`src/rtl/vend_pkg.sv`:
```
// Shared types and constants for the vend dispense arbiter and the
// per-channel coin/vend front-ends.
package vend_pkg;

  typedef enum logic [1:0] {
    IDLE  = 2'd0,
    GRANT = 2'd1,
    RUN   = 2'd2,
    DONE  = 2'd3
  } arb_state_t;

  // Coin codes exchanged with the front-end FSMs
  localparam logic [1:0] COIN_NONE = 2'd0;
  localparam logic [1:0] COIN_5    = 2'd1;
  localparam logic [1:0] COIN_10   = 2'd2;
  localparam logic [1:0] COIN_25   = 2'd3;

  localparam int MOTOR_CYCLES_DEF = 8;
  localparam int STOCK_INIT_DEF   = 15;

  function automatic int unsigned wrap_inc(input int unsigned idx, input int unsigned n);
    return (idx + 32'd1 >= n) ? 32'd0 : idx + 32'd1;
  endfunction

endpackage

```
`src/rtl/vend_dispense_arbiter_if.sv`:
```
// Request/response bundle between the vend front-ends (master) and the
// dispense arbiter (slave).
interface vend_dispense_arbiter_if #(
  parameter int NUM_REQ = 4,
  parameter int STOCK_W = 4
);
  localparam int IDX_W = $clog2(NUM_REQ);

  // Handshake: req[i] is a level held by front-end i until it sees a
  // one-cycle ack[i] (vend done) or nak[i] (sold out), and is dropped in
  // the following cycle; at most one ack/nak bit is high per cycle.
  logic [NUM_REQ-1:0] req;
  logic               restock;
  logic [NUM_REQ-1:0] ack;
  logic [NUM_REQ-1:0] nak;
  logic               motor_on;
  logic               busy;
  logic [IDX_W-1:0]   grant_id;
  logic [STOCK_W-1:0] stock;
  logic               sold_out;

  modport master (
    output req, restock,
    input  ack, nak, motor_on, busy, grant_id, stock, sold_out
  );

  modport slave (
    input  req, restock,
    output ack, nak, motor_on, busy, grant_id, stock, sold_out
  );

endinterface

```
`src/rtl/vend_rr_pick.sv`:
```
// Combinational round-robin picker: first set req bit at or after ptr,
// wrapping past NUM_REQ-1 back to 0.
module vend_rr_pick #(
  parameter int NUM_REQ = 4,
  parameter int IDX_W   = 2
) (
  input  logic [NUM_REQ-1:0] req,
  input  logic [IDX_W-1:0]   ptr,
  output logic               valid,
  output logic [IDX_W-1:0]   idx
);

  logic [IDX_W-1:0] cand;

  // Walk offsets from farthest to nearest so the nearest hit is the last write
  always_comb begin
    valid = 1'b0;
    idx   = '0;
    cand  = '0;
    for (int k = NUM_REQ - 1; k >= 0; k--) begin
      cand = IDX_W'((int'(ptr) + k) % NUM_REQ);
      if (req[cand]) begin
        valid = 1'b1;
        idx   = cand;
      end
    end
  end

endmodule

```
`src/rtl/vend_dispense_arbiter.sv`:
```
// Round-robin arbiter sharing one dispense motor and one stock counter
// among NUM_REQ vend front-ends.
module vend_dispense_arbiter
  import vend_pkg::*;
#(
  parameter int NUM_REQ      = 4,
  parameter int MOTOR_CYCLES = MOTOR_CYCLES_DEF,
  parameter int STOCK_W      = 4,
  parameter int STOCK_INIT   = STOCK_INIT_DEF
) (
  input  logic                   clk,
  input  logic                   rst,
  vend_dispense_arbiter_if.slave bus,
  output arb_state_t             dbg_state
);

  localparam int IDX_W = $clog2(NUM_REQ);
  localparam int CNT_W = (MOTOR_CYCLES > 1) ? $clog2(MOTOR_CYCLES) : 1;
  localparam logic [STOCK_W-1:0] STOCK_RELOAD = STOCK_W'(STOCK_INIT);

  arb_state_t         state_q, state_d;
  logic [CNT_W-1:0]   cnt_q, cnt_d;
  logic [IDX_W-1:0]   rr_ptr_q, rr_ptr_d;
  logic [IDX_W-1:0]   grant_id_q, grant_id_d;
  logic [NUM_REQ-1:0] ack_q, ack_d;
  logic [NUM_REQ-1:0] nak_q, nak_d;
  logic               motor_on_q, motor_on_d;
  logic               busy_q, busy_d;
  logic [STOCK_W-1:0] stock_q, stock_d;
  logic               sold_out_q, sold_out_d;

  logic [NUM_REQ-1:0] req_eff;
  logic               pick_valid;
  logic [IDX_W-1:0]   pick_idx;

  // A refused requester still holds req while nak is visible; mask it so it
  // is not refused twice.
  assign req_eff = bus.req & ~nak_q;

  vend_rr_pick #(
    .NUM_REQ (NUM_REQ),
    .IDX_W   (IDX_W)
  ) u_pick (
    .req   (req_eff),
    .ptr   (rr_ptr_q),
    .valid (pick_valid),
    .idx   (pick_idx)
  );

  always_comb begin
    state_d    = state_q;
    cnt_d      = cnt_q;
    rr_ptr_d   = rr_ptr_q;
    grant_id_d = grant_id_q;
    ack_d      = '0;
    nak_d      = '0;
    motor_on_d = 1'b0;
    stock_d    = stock_q;
    case (state_q)
      IDLE: begin
        if (pick_valid) begin
          grant_id_d = pick_idx;
          if (stock_q != '0) begin
            state_d = GRANT;
          end else begin
            nak_d[pick_idx] = 1'b1;
            rr_ptr_d        = IDX_W'(wrap_inc(32'(pick_idx), NUM_REQ));
          end
        end
      end
      GRANT: begin
        cnt_d      = CNT_W'(MOTOR_CYCLES - 1);
        motor_on_d = 1'b1;
        state_d    = RUN;
      end
      RUN: begin
        if (cnt_q == '0) begin
          ack_d[grant_id_q] = 1'b1;
          state_d           = DONE;
        end else begin
          cnt_d      = cnt_q - CNT_W'(1);
          motor_on_d = 1'b1;
        end
      end
      DONE: begin
        if (stock_q != '0) stock_d = stock_q - STOCK_W'(1);
        rr_ptr_d = IDX_W'(wrap_inc(32'(grant_id_q), NUM_REQ));
        state_d  = IDLE;
      end
      default: state_d = IDLE;
    endcase
    // Restock overrides the DONE decrement
    if (bus.restock) stock_d = STOCK_RELOAD;
    busy_d     = (state_d != IDLE);
    sold_out_d = (stock_d == '0);
  end

  always_ff @(posedge clk or negedge rst) begin
    if (!rst) begin
      state_q    <= IDLE;
      cnt_q      <= '0;
      rr_ptr_q   <= '0;
      grant_id_q <= '0;
      ack_q      <= '0;
      nak_q      <= '0;
      motor_on_q <= 1'b0;
      busy_q     <= 1'b0;
      stock_q    <= STOCK_RELOAD;
      sold_out_q <= 1'b0;
    end else begin
      state_q    <= state_d;
      cnt_q      <= cnt_d;
      rr_ptr_q   <= rr_ptr_d;
      grant_id_q <= grant_id_d;
      ack_q      <= ack_d;
      nak_q      <= nak_d;
      motor_on_q <= motor_on_d;
      busy_q     <= busy_d;
      stock_q    <= stock_d;
      sold_out_q <= sold_out_d;
    end
  end

  assign bus.ack      = ack_q;
  assign bus.nak      = nak_q;
  assign bus.motor_on = motor_on_q;
  assign bus.busy     = busy_q;
  assign bus.grant_id = grant_id_q;
  assign bus.stock    = stock_q;
  assign bus.sold_out = sold_out_q;
  assign dbg_state    = state_q;

endmodule
```
`src/flat_wrapper.sv`:
```
// flat-port wrapper written by rule: the top's interface ports become plain ports
module vend_dispense_arbiter_flat import vend_pkg::*;
#(
  parameter int NUM_REQ      = 4,
  parameter int MOTOR_CYCLES = MOTOR_CYCLES_DEF,
  parameter int STOCK_W      = 4,
  parameter int STOCK_INIT   = STOCK_INIT_DEF
)
  (clk, rst, dbg_state, bus_req, bus_restock, bus_ack, bus_nak, bus_motor_on, bus_busy, bus_grant_id, bus_stock, bus_sold_out);
  vend_dispense_arbiter_if #(.NUM_REQ(NUM_REQ), .STOCK_W(STOCK_W)) bus_i ();
  input  logic clk;
  input  logic rst;
  output arb_state_t dbg_state;
  input wire logic [$bits(bus_i.req)-1:0] bus_req;
  input wire logic [$bits(bus_i.restock)-1:0] bus_restock;
  output wire logic [$bits(bus_i.ack)-1:0] bus_ack;
  output wire logic [$bits(bus_i.nak)-1:0] bus_nak;
  output wire logic [$bits(bus_i.motor_on)-1:0] bus_motor_on;
  output wire logic [$bits(bus_i.busy)-1:0] bus_busy;
  output wire logic [$bits(bus_i.grant_id)-1:0] bus_grant_id;
  output wire logic [$bits(bus_i.stock)-1:0] bus_stock;
  output wire logic [$bits(bus_i.sold_out)-1:0] bus_sold_out;
  assign bus_i.req = bus_req;
  assign bus_i.restock = bus_restock;
  assign bus_ack = bus_i.ack;
  assign bus_nak = bus_i.nak;
  assign bus_motor_on = bus_i.motor_on;
  assign bus_busy = bus_i.busy;
  assign bus_grant_id = bus_i.grant_id;
  assign bus_stock = bus_i.stock;
  assign bus_sold_out = bus_i.sold_out;
  vend_dispense_arbiter #(.NUM_REQ(NUM_REQ), .MOTOR_CYCLES(MOTOR_CYCLES), .STOCK_W(STOCK_W), .STOCK_INIT(STOCK_INIT)) u_core (.clk(clk), .rst(rst), .bus(bus_i), .dbg_state(dbg_state));
endmodule
```
`config.mk`:
```
export PLATFORM = sky130hd
export DESIGN_NAME = vend_dispense_arbiter_flat
export DESIGN_NICKNAME = d
export VERILOG_FILES = /design/src/rtl/vend_pkg.sv /design/src/rtl/vend_dispense_arbiter_if.sv /design/src/rtl/vend_rr_pick.sv /design/src/rtl/vend_dispense_arbiter.sv /design/src/flat_wrapper.sv
export SDC_FILE = /design/constraint.sdc
export NUM_CORES = 1
export LEC_CHECK = 0
export CAP_MARGIN = 5
export CORE_UTILIZATION = 55
export CTS_BUF_LIST = sky130_fd_sc_hd__clkbuf_16
export DETAILED_ROUTE_END_ITERATION = 6
export PLACE_DENSITY = 0.9
export SYNTH_ARGS = -nofsm -noshare
export SYNTH_HDL_FRONTEND = slang
export SYNTH_HIERARCHICAL = 1
export SYNTH_SLANG_ARGS = --single-unit
```
`constraint.sdc`:
```
create_clock -name clk -period 5 [get_ports clk]
set_input_delay 1 -clock clk [delete_from_list [all_inputs] [get_ports clk]]
set_output_delay 1 -clock clk [all_outputs]
set_load 0.1 [all_outputs]
```
Word-level counts from Yosys, hierarchy flattened. Cells that the tools add are included.

Input port bits: 7. Output and inout bits: 19. Logic and storage cells: 88. Flip-flop bits (word level): 24.

Equality and inequality tests: 6. Mux-type cells: 41. Reduce and logical (&&, ||, !) cells: 12. Bitwise operators: 2. $lt $le $gt $ge: 10. Add/sub/neg operators: 7.

Operators with widths (number): $mux W4 (8); $mux W2 (11); $lt A2 B3 Y1 const B (6); $mux W1 (11); $bmux W1 S2 (4); $pmux W2 S4 (1); $add A2 B1 Y3 const B (2); $ge A3 B3 Y1 const B (2); $pmux W3 S2 (1); $reduce_bool A2 Y1 (3); $add A2 B2 Y2 const B (2); $and A4 B4 Y4 (1); $demux W1 S2 (2); $eq A2 B2 Y1 const B (2); $ge A2 B1 Y1 const B (2); $logic_not A4 Y1 (1); $ne A2 B2 Y1 const B (2); $not A4 Y4 (1); $pmux W2 S2 (1); $reduce_and A2 Y1 (2); $reduce_bool A4 Y1 (1); $sub A4 B1 Y4 const B (1); $logic_not A3 Y1 (1); $mux W3 (1); 8 further kinds (9).

Depth between registers and ports, before layout. Gate-level depths: netlist of the first run.

Depth after elaboration: 15. Depth in mapped cells: 8. Gate-level depth less buffers: 8.

By module. The synthesis of the first run kept the hierarchy.

By module, submodules not included: vend_dispense_arbiter (times used 1, cells each 117, area each 1261.2 um^2); vend_rr_pick (times used 1, cells each 13, area each 77.6 um^2).

Worst setup path after synthesis of the first run. OpenSTA, ideal clock, no wires.

Kind: input port to flip-flop. Start point: in bus_req[3]. End point: reg u_core.rr_ptr_q[1]. Data required time: 4.913 ns. Data arrival time: 2.290 ns. Slack: 2.623 ns. Stages: 7. Cells stage by stage: nor2b_1 mux2i_1 a211oi_2 inv_1 ha_1 nor2_1 a211oi_2.

Word-level cells in the longest chain between the ends: 13.

RTL lines: from (decl) (RTL line flat_wrapper.sv:14) `input wire logic [$bits(bus_i.req)-1:0] bus_req;`; $and A4 B4 Y4 (*) (RTL line vend_dispense_arbiter.sv:38) `assign req_eff = bus.req & ~nak_q;`; $bmux W1 S2 (RTL line vend_rr_pick.sv:22) `if (req[cand]) begin`; $mux W1 (implied by the code) (RTL line vend_rr_pick.sv:22); $mux W2 (3 in a row) (RTL line vend_rr_pick.sv:22); $mux W2 (*) (RTL line vend_rr_pick.sv:22); named net u_core.pick_idx[0] (RTL line vend_dispense_arbiter.sv:34) `logic [IDX_W-1:0] pick_idx;`; $add A2 B1 Y3 (*) (RTL line vend_pkg.sv:22) `return (idx + 32'd1 >= n) ? 32'd0 : idx + 32'd1;`; $ge A3 B3 Y1 (RTL line vend_pkg.sv:22); $mux W2 (*) (RTL line vend_pkg.sv:22); $mux W2 (*) (RTL line vend_dispense_arbiter.sv:63) `if (stock_q != '0) begin`; $mux W2 (*) (RTL line vend_dispense_arbiter.sv:61) `if (pick_valid) begin`; $pmux W2 S2 (*) (RTL line vend_dispense_arbiter.sv:59) `case (state_q)`; to (signal assigned) (RTL line vend_dispense_arbiter.sv:113) `rr_ptr_q <= rr_ptr_d;`; to (decl) (RTL line vend_dispense_arbiter.sv:23) `logic [IDX_W-1:0] rr_ptr_q, rr_ptr_d;`.

Mark *: on every way through the listed nets, which the timed path passes. The rest lies on a longest branch. The select of a mux whose other input is x is not followed. A chain may end at the register's enable or synchronous reset.

Final worst setup path of the first run.
Start point: reg u_core.stock_q[2] (netlist: u_core/bus.stock[2]). End point: out bus_stock[2].

RTL lines: from (decl) (RTL line vend_dispense_arbiter.sv:29) `logic [STOCK_W-1:0] stock_q, stock_d;`; from (signal assigned) (RTL line vend_dispense_arbiter.sv:119) `stock_q <= stock_d;`; to (decl) (RTL line flat_wrapper.sv:21) `output wire logic [$bits(bus_i.stock)-1:0] bus_stock;`.

No word-level cell between the ends.

==> impl_metrics.tcl, run 1 <==
set metrics [dict create \
    status "finished, final reports clean" \
    post-route-cell-area_sq_um 1730 \
    finalHoldWorstSlack_ns 0.576 \
    drt_wl_cell_um 13.6 \
    start_util_pct 59.4 \
    timing.critical_path.slowest_stage_cell "clkdlybuf4s50_1" \
    slew_limit_fails 0 \
    design_power_total_mw 1.12 \
    synthesis.area_sq_um 1340 \
    p_per_area_nw_per_um2 650 \
    numPortBuffers 25 \
    mappedNetlistNets 153 \
    num_vias 1024 \
    final_antenna_net_count 0 \
    post_dp_hpwl_um 1820 \
    drt-vias-per-instance 5.51 \
    fmax_mhz 335 \
    wirelength_routed_um 2530 \
    numPlacedInstances 182 \
    synth_simple_gate_area_share_pct 22.2 \
    htree_levels 1 \
    leakage_nw 0.798 \
    number_of_ports_placed_on_the_die_boundary 26 \
    critical_path.n_buffers_inverters 1 \
    coreArea_sq_um 2250 \
    synth_compound_area_share_pct 11.1 \
    fp.dieH_um 51.3 \
    synth_top_family_by_area "simple AND/OR/NAND/NOR gates" \
    postSynthCellCount 130 \
    route.layer.met1.wl_um 1130 \
    slew-limit-headroom_pct 32.0 \
    post-route-util_pct 76.5 \
    start_kind "register" \
    worst_margin_slew_ns 1.02 \
    fill_cells 156 \
    worst_skew_pair.late_latency_ns 0.26 \
    grt_start_max_net_pins 25 \
    max-clock-path-buffers 2 \
    report.final.setup_viol 0 \
    fin_cells 186 \
    worst-setup-path-type "reg2out" \
    synth_area_per_cell_sq_um 10.3 \
    endpoint_kind "primary output" \
    cap_violations 0 \
    antenna_violations_before_repair 0 \
    met3_wirelength_um 98 \
    sum_of_met2_wire_segment_lengths_after_detailed_routing_um 1230 \
    synth-seq-cells 24 \
    finalWorstSetupSlack_ns 2.01 \
    grt_first_pass_wirelength_um 4420 \
    postCtsHoldBufs 0 \
    slowest_delay_ns 1.15 \
    mostFrequentLayoutCell "clkdlybuf4s50_1" \
    placement.cell_area_sq_um 1620 \
    antenna_cells_inserted 0 \
    floorplan.die_area_sq_um 2640 \
    worstPathMaxFanout 6 \
    post_route_cells_drive_above_1_share_pct 10.8 \
    hold_viol 0 \
    yosys.cell_types.count 33 \
    synth_mux_area_share_pct 1.50 \
    synth.yosys.seq_area_share_pct 45.2 \
    first_iter_violations 27 \
    cts.root.buffer_cell "clkbuf_16" \
    path_cells "clkdlybuf4s50_1" \
    rsz0062_at_grt "false" \
    topRoutingLayerUsed "met4" \
    syn2layout_area_growth_pct 28.9 \
    setup_total_negative_slack_ns 0 \
    cts_tree "yes" \
    die_w_um 51.3 \
    finalWorstPathRequiredPeriod_ns 2.99 \
    rows 17 \
    drc 0 \
    post_synth_xor_xnor_area_pct 1.31 \
    grt.overflow.total 0 \
    crit_arrival_ns 1.99 \
    num-nets-final 182 \
    vias_in_the_first_global_route 1061 \
    post_cts_resized 0 \
    tritoncts_num_sinks 24 \
    path_clk_slew_ns 0.06 \
    synth-warning-count 6 \
    drtPass1Iterations 4 \
    max-vdd-ir-drop_mv 0.651 \
    most-common-layout-cells "clkdlybuf4s50_1, dfrtp_1, ha_1, nor2_1, inv_1" \
    worst-endpoint-required_ns 4.00 \
    placement.setup.worst_slack_ns 1.95 \
    cp_top_family "buffers and inverters" \
    grt_use_total_pct 23.3 \
    min-delay-path-class "reg2reg" \
    clock_skew_ns 0.00271 \
    synth-adder-area-share_pct 15.0 \
    cts-buffers-inserted 3 \
    min_period_over_period_pct 59.7 \
    gp_congestion 0.906 \
    cts_setup_buffers 0 \
]
[cell usage after synthesis]
master / count / share of area (%)
o221ai_2: 1 / 1.1
nand2_4: 1 / 0.84
and2_1: 4 / 1.9
dfstp_2: 4 / 7.9
and4b_2: 1 / 0.84
o22ai_2: 1 / 0.93
nor2_1: 13 / 3.6
or2_2: 1 / 0.47
o221ai_1: 1 / 0.65
or3b_4: 1 / 0.84
inv_1: 12 / 3.4
o22ai_1: 1 / 0.47
mux2i_1: 2 / 1.5
xnor2_1: 2 / 1.3
a21oi_1: 7 / 2.6
o21ai_0: 3 / 1.1
nand2b_1: 5 / 2.3
nand3b_1: 1 / 0.56
or2_1: 1 / 0.47
nor3b_1: 2 / 1.1
clkbuf_1: 1 / 0.28
a211oi_1: 2 / 1.1
ha_1: 16 / 15
o21a_1: 1 / 0.56
nor2b_1: 6 / 2.8
dfrtp_1: 20 / 37
nand2_1: 9 / 2.5
nor3_2: 1 / 0.75
nor4b_1: 1 / 0.65
and3_1: 3 / 1.4
nor3_1: 3 / 1.1
a211oi_2: 2 / 1.9
a211o_1: 1 / 0.65
[path summary, 6_finish.rpt]
kind | from | cells after the start | slack, ns | end
hold / removal | u_core/cnt_q[1]$_DFFE_PN0P_ | 2 | 0.58 | u_core/cnt_q[1]$_DFFE_PN0P_
setup / recovery | u_core/bus.stock[2]$_DFF_PN1_ | 1 | 2.01 | bus_stock[2]
min in group asynchronous | rst | 1 | 1.30 | u_core/bus.motor_on$_DFF_PN0_
max in group asynchronous | rst | 1 | 3.08 | u_core/cnt_q[2]$_DFFE_PN0P_
setup reg to reg | u_core/bus.nak[3]$_DFF_PN0_ | 7 | 3.00 | u_core/rr_ptr_q[1]$_DFFE_PN0P_
hold reg to reg | u_core/cnt_q[1]$_DFFE_PN0P_ | 2 | 0.58 | u_core/cnt_q[1]$_DFFE_PN0P_
[per-layer routing]
metal / global-route usage (%) / up-vias
li1: - / 491
met1: 26.8 / 496
met2: 39.9 / 29
met3: 4.76 / 8
met4: 13.5 / 0
met5: 0 / -
[cell families (layout without fill, tap and decap cells)]
| group | Yosys count | after routing |
|---|---|---|
| fa+ha+maj | 16 | 16 |
| flops | 24 | 24 |
| compound gates | 20 | 20 |
| simple gates | 53 | 53 |
| mux | 2 | 2 |
| xor+xnor | 2 | 2 |
| buf+inv | 13 | 41 |
[worst reg2reg max path: cells and delay by family, from the launching register on]
family                     cells  cell delay (ns)
buffers and inverters          1             0.15
DFF                            1             0.38
adders and majority gates      1             0.31
muxes                          1             0.14
and+or+nand+nor                2             0.29
AOI/OAI and AO/OA              2             0.65
[area by class of cell]
class,instances,area (sq um),share of cell area (%)
inverter,12,45.0,2.61
timing repair buffer,25,250,14.5
clock inverter,1,30.0,1.74
tap,28,35.0,2.03
multi-input combinational,93,684,39.7
clock buffer,3,75.1,4.35
sequential,24,606,35.1
[state kept, by name, summed over array words and instances (netlist names)]
name and count:
u_core/bus.nak 4, u_core/bus.ack 4, u_core/dbg_state 2, u_core/bus.stock 4, u_core/rr_ptr_q 2, u_core/bus.busy 1, u_core/bus.motor_on 1, u_core/bus.sold_out 1
u_core/bus.grant_id 2, u_core/cnt_q 3
[power by group]
part	switching (mW)	leakage [nW]	internal, mW
sequential	0.0519	0.292	0.250
clock	0.0659	0.0511	0.159
combinational	0.418	0.455	0.176
total	0.536	0.798	0.585
No activity file was read; power rests on OpenSTA's default activity.
==> inputs of run 2 (changes only) <==
CORE_UTILIZATION = 46   (was 55)
PLACE_DENSITY = 0.81   (was 0.9)
clock period = 2.5 ns   (was 5 ns; I/O delays follow)
==> impl_metrics.tcl, run 2 (synthesis gave the netlist of run 1 again) <==
set metrics [dict create \
    numPortBuffers 25 \
    antenna_cells_inserted 0 \
    slew_limit_fails 0 \
    report.final.setup_viol 0 \
    rsz0062_at_grt "false" \
    worst_skew_pair.late_latency_ns 0.25 \
    coreArea_sq_um 2760 \
    min_period_over_period_pct 85.6 \
    worst-setup-path-type "in2reg" \
    drt-vias-per-instance 5.10 \
    die_w_um 56.0 \
    pwr-share-comb_pct 55.0 \
    path_clk_slew_ns 0.06 \
    gp_congestion 0.840 \
    cts-buffers-inserted 3 \
    post_cts_resized 0 \
    fp.dieH_um 56.0 \
    max-vdd-ir-drop_mv 0.992 \
    setup_total_negative_slack_ns 0 \
    post_route_cells_drive_above_1_share_pct 23.1 \
    rows 19 \
    drc 0 \
    worst_margin_slew_ns 0.428 \
    htree_levels 1 \
    cts_tree "yes" \
    p_per_area_nw_per_um2 1260 \
    crit_arrival_ns 2.31 \
    mostFrequentLayoutCell "buf_4" \
    start_util_pct 48.5 \
    leakage_nw 0.820 \
    slew-limit-headroom_pct 71.4 \
    grt_start_max_net_pins 16 \
    r2r_end "u_core/rr_ptr_q[1]$_DFFE_PN0P_" \
    floorplan.die_area_sq_um 3130 \
    internal_power_mw 1.05 \
    worst_r2r_path_depth 8 \
    critical_path.reg2reg.startpoint "u_core/bus.nak[3]$_DFF_PN0_" \
    clock_power_share_pct 16.1 \
    grt_use_total_pct 17.2 \
    worstPathMaxFanout 4 \
    antenna_violations_before_repair 0 \
    final_antenna_net_count 0 \
    most-common-layout-cells "buf_4, dfrtp_1, ha_1, nor2_1, inv_1" \
    post_dp_hpwl_um 1940 \
    cts.root.buffer_cell "clkbuf_16" \
    drtPass1Iterations 2 \
    tritoncts_num_sinks 24 \
    wirelength_routed_um 2520 \
    cap_violations 0 \
    number_of_ports_placed_on_the_die_boundary 26 \
    postCtsHoldBufs 0 \
    grt_first_pass_wirelength_um 4170 \
    switchingPower_mw 1.05 \
    cts_setup_buffers 0 \
    reg2reg_slack_ns 0.69 \
    finalWorstPathRequiredPeriod_ns 2.14 \
    syn2layout_area_growth_pct 24.8 \
    num-nets-final 184 \
    status "finished, final reports clean" \
    worst-endpoint-required_ns 2.67 \
    grt.overflow.total 0 \
    post-route-util_pct 60.6 \
    fmax_mhz 467 \
    start_kind "primary input" \
    max-clock-path-buffers 2 \
    clock_skew_ns 0.00173 \
    power_switching_share_pct 50.0 \
    vias_in_the_first_global_route 956 \
    num_vias 975 \
    endpoint_kind "register" \
    min-delay-path-class "in2async" \
    drt_wl_cell_um 13.2 \
    finalHoldWorstSlack_ns 0.552 \
    hold_viol 0 \
    first_iter_violations 6 \
    power.sequential.fraction_pct 28.9 \
]
[run 2: cell types whose count changed in the layout (fill, tap and decap cells not counted)]
cell             delta
bufinv_16           -1
clkdlybuf4s50_1    -19
buf_4              +21
clkinv_1            +1
[run 2: cell type report]
| type | instances | area [sq um] |
|---|---|---|
| clock buffer | 3 | 75.1 |
| clock inverter | 1 | 3.75 |
| fill | 225 | 1090 |
| inverter | 12 | 45.0 |
| multi-input combinational | 93 | 684 |
| sequential | 24 | 606 |
| tap | 31 | 38.8 |
| timing repair buffer | 27 | 218 |
[run 2: power by group through the flow]
stage               clock network (mW)  logic [mW]  registers, mW
floorplan                            0       0.477           1.03
global placement                     0        1.12          0.605
detailed placement                   0        1.15          0.612
CTS                              0.348        1.16          0.607
global route                     0.364        1.25          0.625
finish                           0.339        1.16          0.607
[run 2: stage by stage]
| step | setup slack (ns) | cell area [sq um] | power [mW] | std cells |
|---|---|---|---|---|
| floorplan | 0.261 | 1340 | 1.50 | 130 |
| global placement | 0.193 | 1590 | 1.73 | 187 |
| detailed placement | 0.120 | 1590 | 1.76 | 187 |
| CTS | 0.365 | 1670 | 2.11 | 191 |
| global route | 0.231 | 1670 | 2.23 | 191 |
| finish | 0.360 | 1670 | 2.10 | 191 |
[run 2: worst max path at each step]
stage	start	to	slack [ns]
after floorplan	u_core/bus.nak[2]$_DFF_PN0_	u_core/rr_ptr_q[1]$_DFFE_PN0P_	0.26
after global placement	bus_req[3]	u_core/rr_ptr_q[1]$_DFFE_PN0P_	0.19
after detailed placement	bus_req[2]	u_core/rr_ptr_q[0]$_DFFE_PN0P_	0.12
after CTS	bus_req[2]	u_core/rr_ptr_q[0]$_DFFE_PN0P_	0.36
after global routing	bus_req[3]	u_core/rr_ptr_q[1]$_DFFE_PN0P_	0.23
final	bus_req[3]	u_core/rr_ptr_q[1]$_DFFE_PN0P_	0.36
[run 2: layer usage]
layer	global-route usage (%)	up-vias	part of all wire [%]
li1	-	496	-
met1	20.3	463	44
met2	31.0	12	52
met3	3.49	4	2.7
met4	6.27	0	1.2
met5	0	-	0
[run 2: critical path, cell delays in order]
cell,delay (ns)
clkdlybuf4s50_1,0.46
nor2b_1,0.24
nand2b_1,0.15
a211oi_1,0.07
nor2_1,0.23
inv_1,0.12
ha_1,0.29
nor2_1,0.04
a211oi_2,0.21
==> inputs of run 3 (changes only) <==
CAP_MARGIN = 30   (was 5)
==> results of run 3 <==
No change in the layout: final DEF, timing and power equal those of run 2.
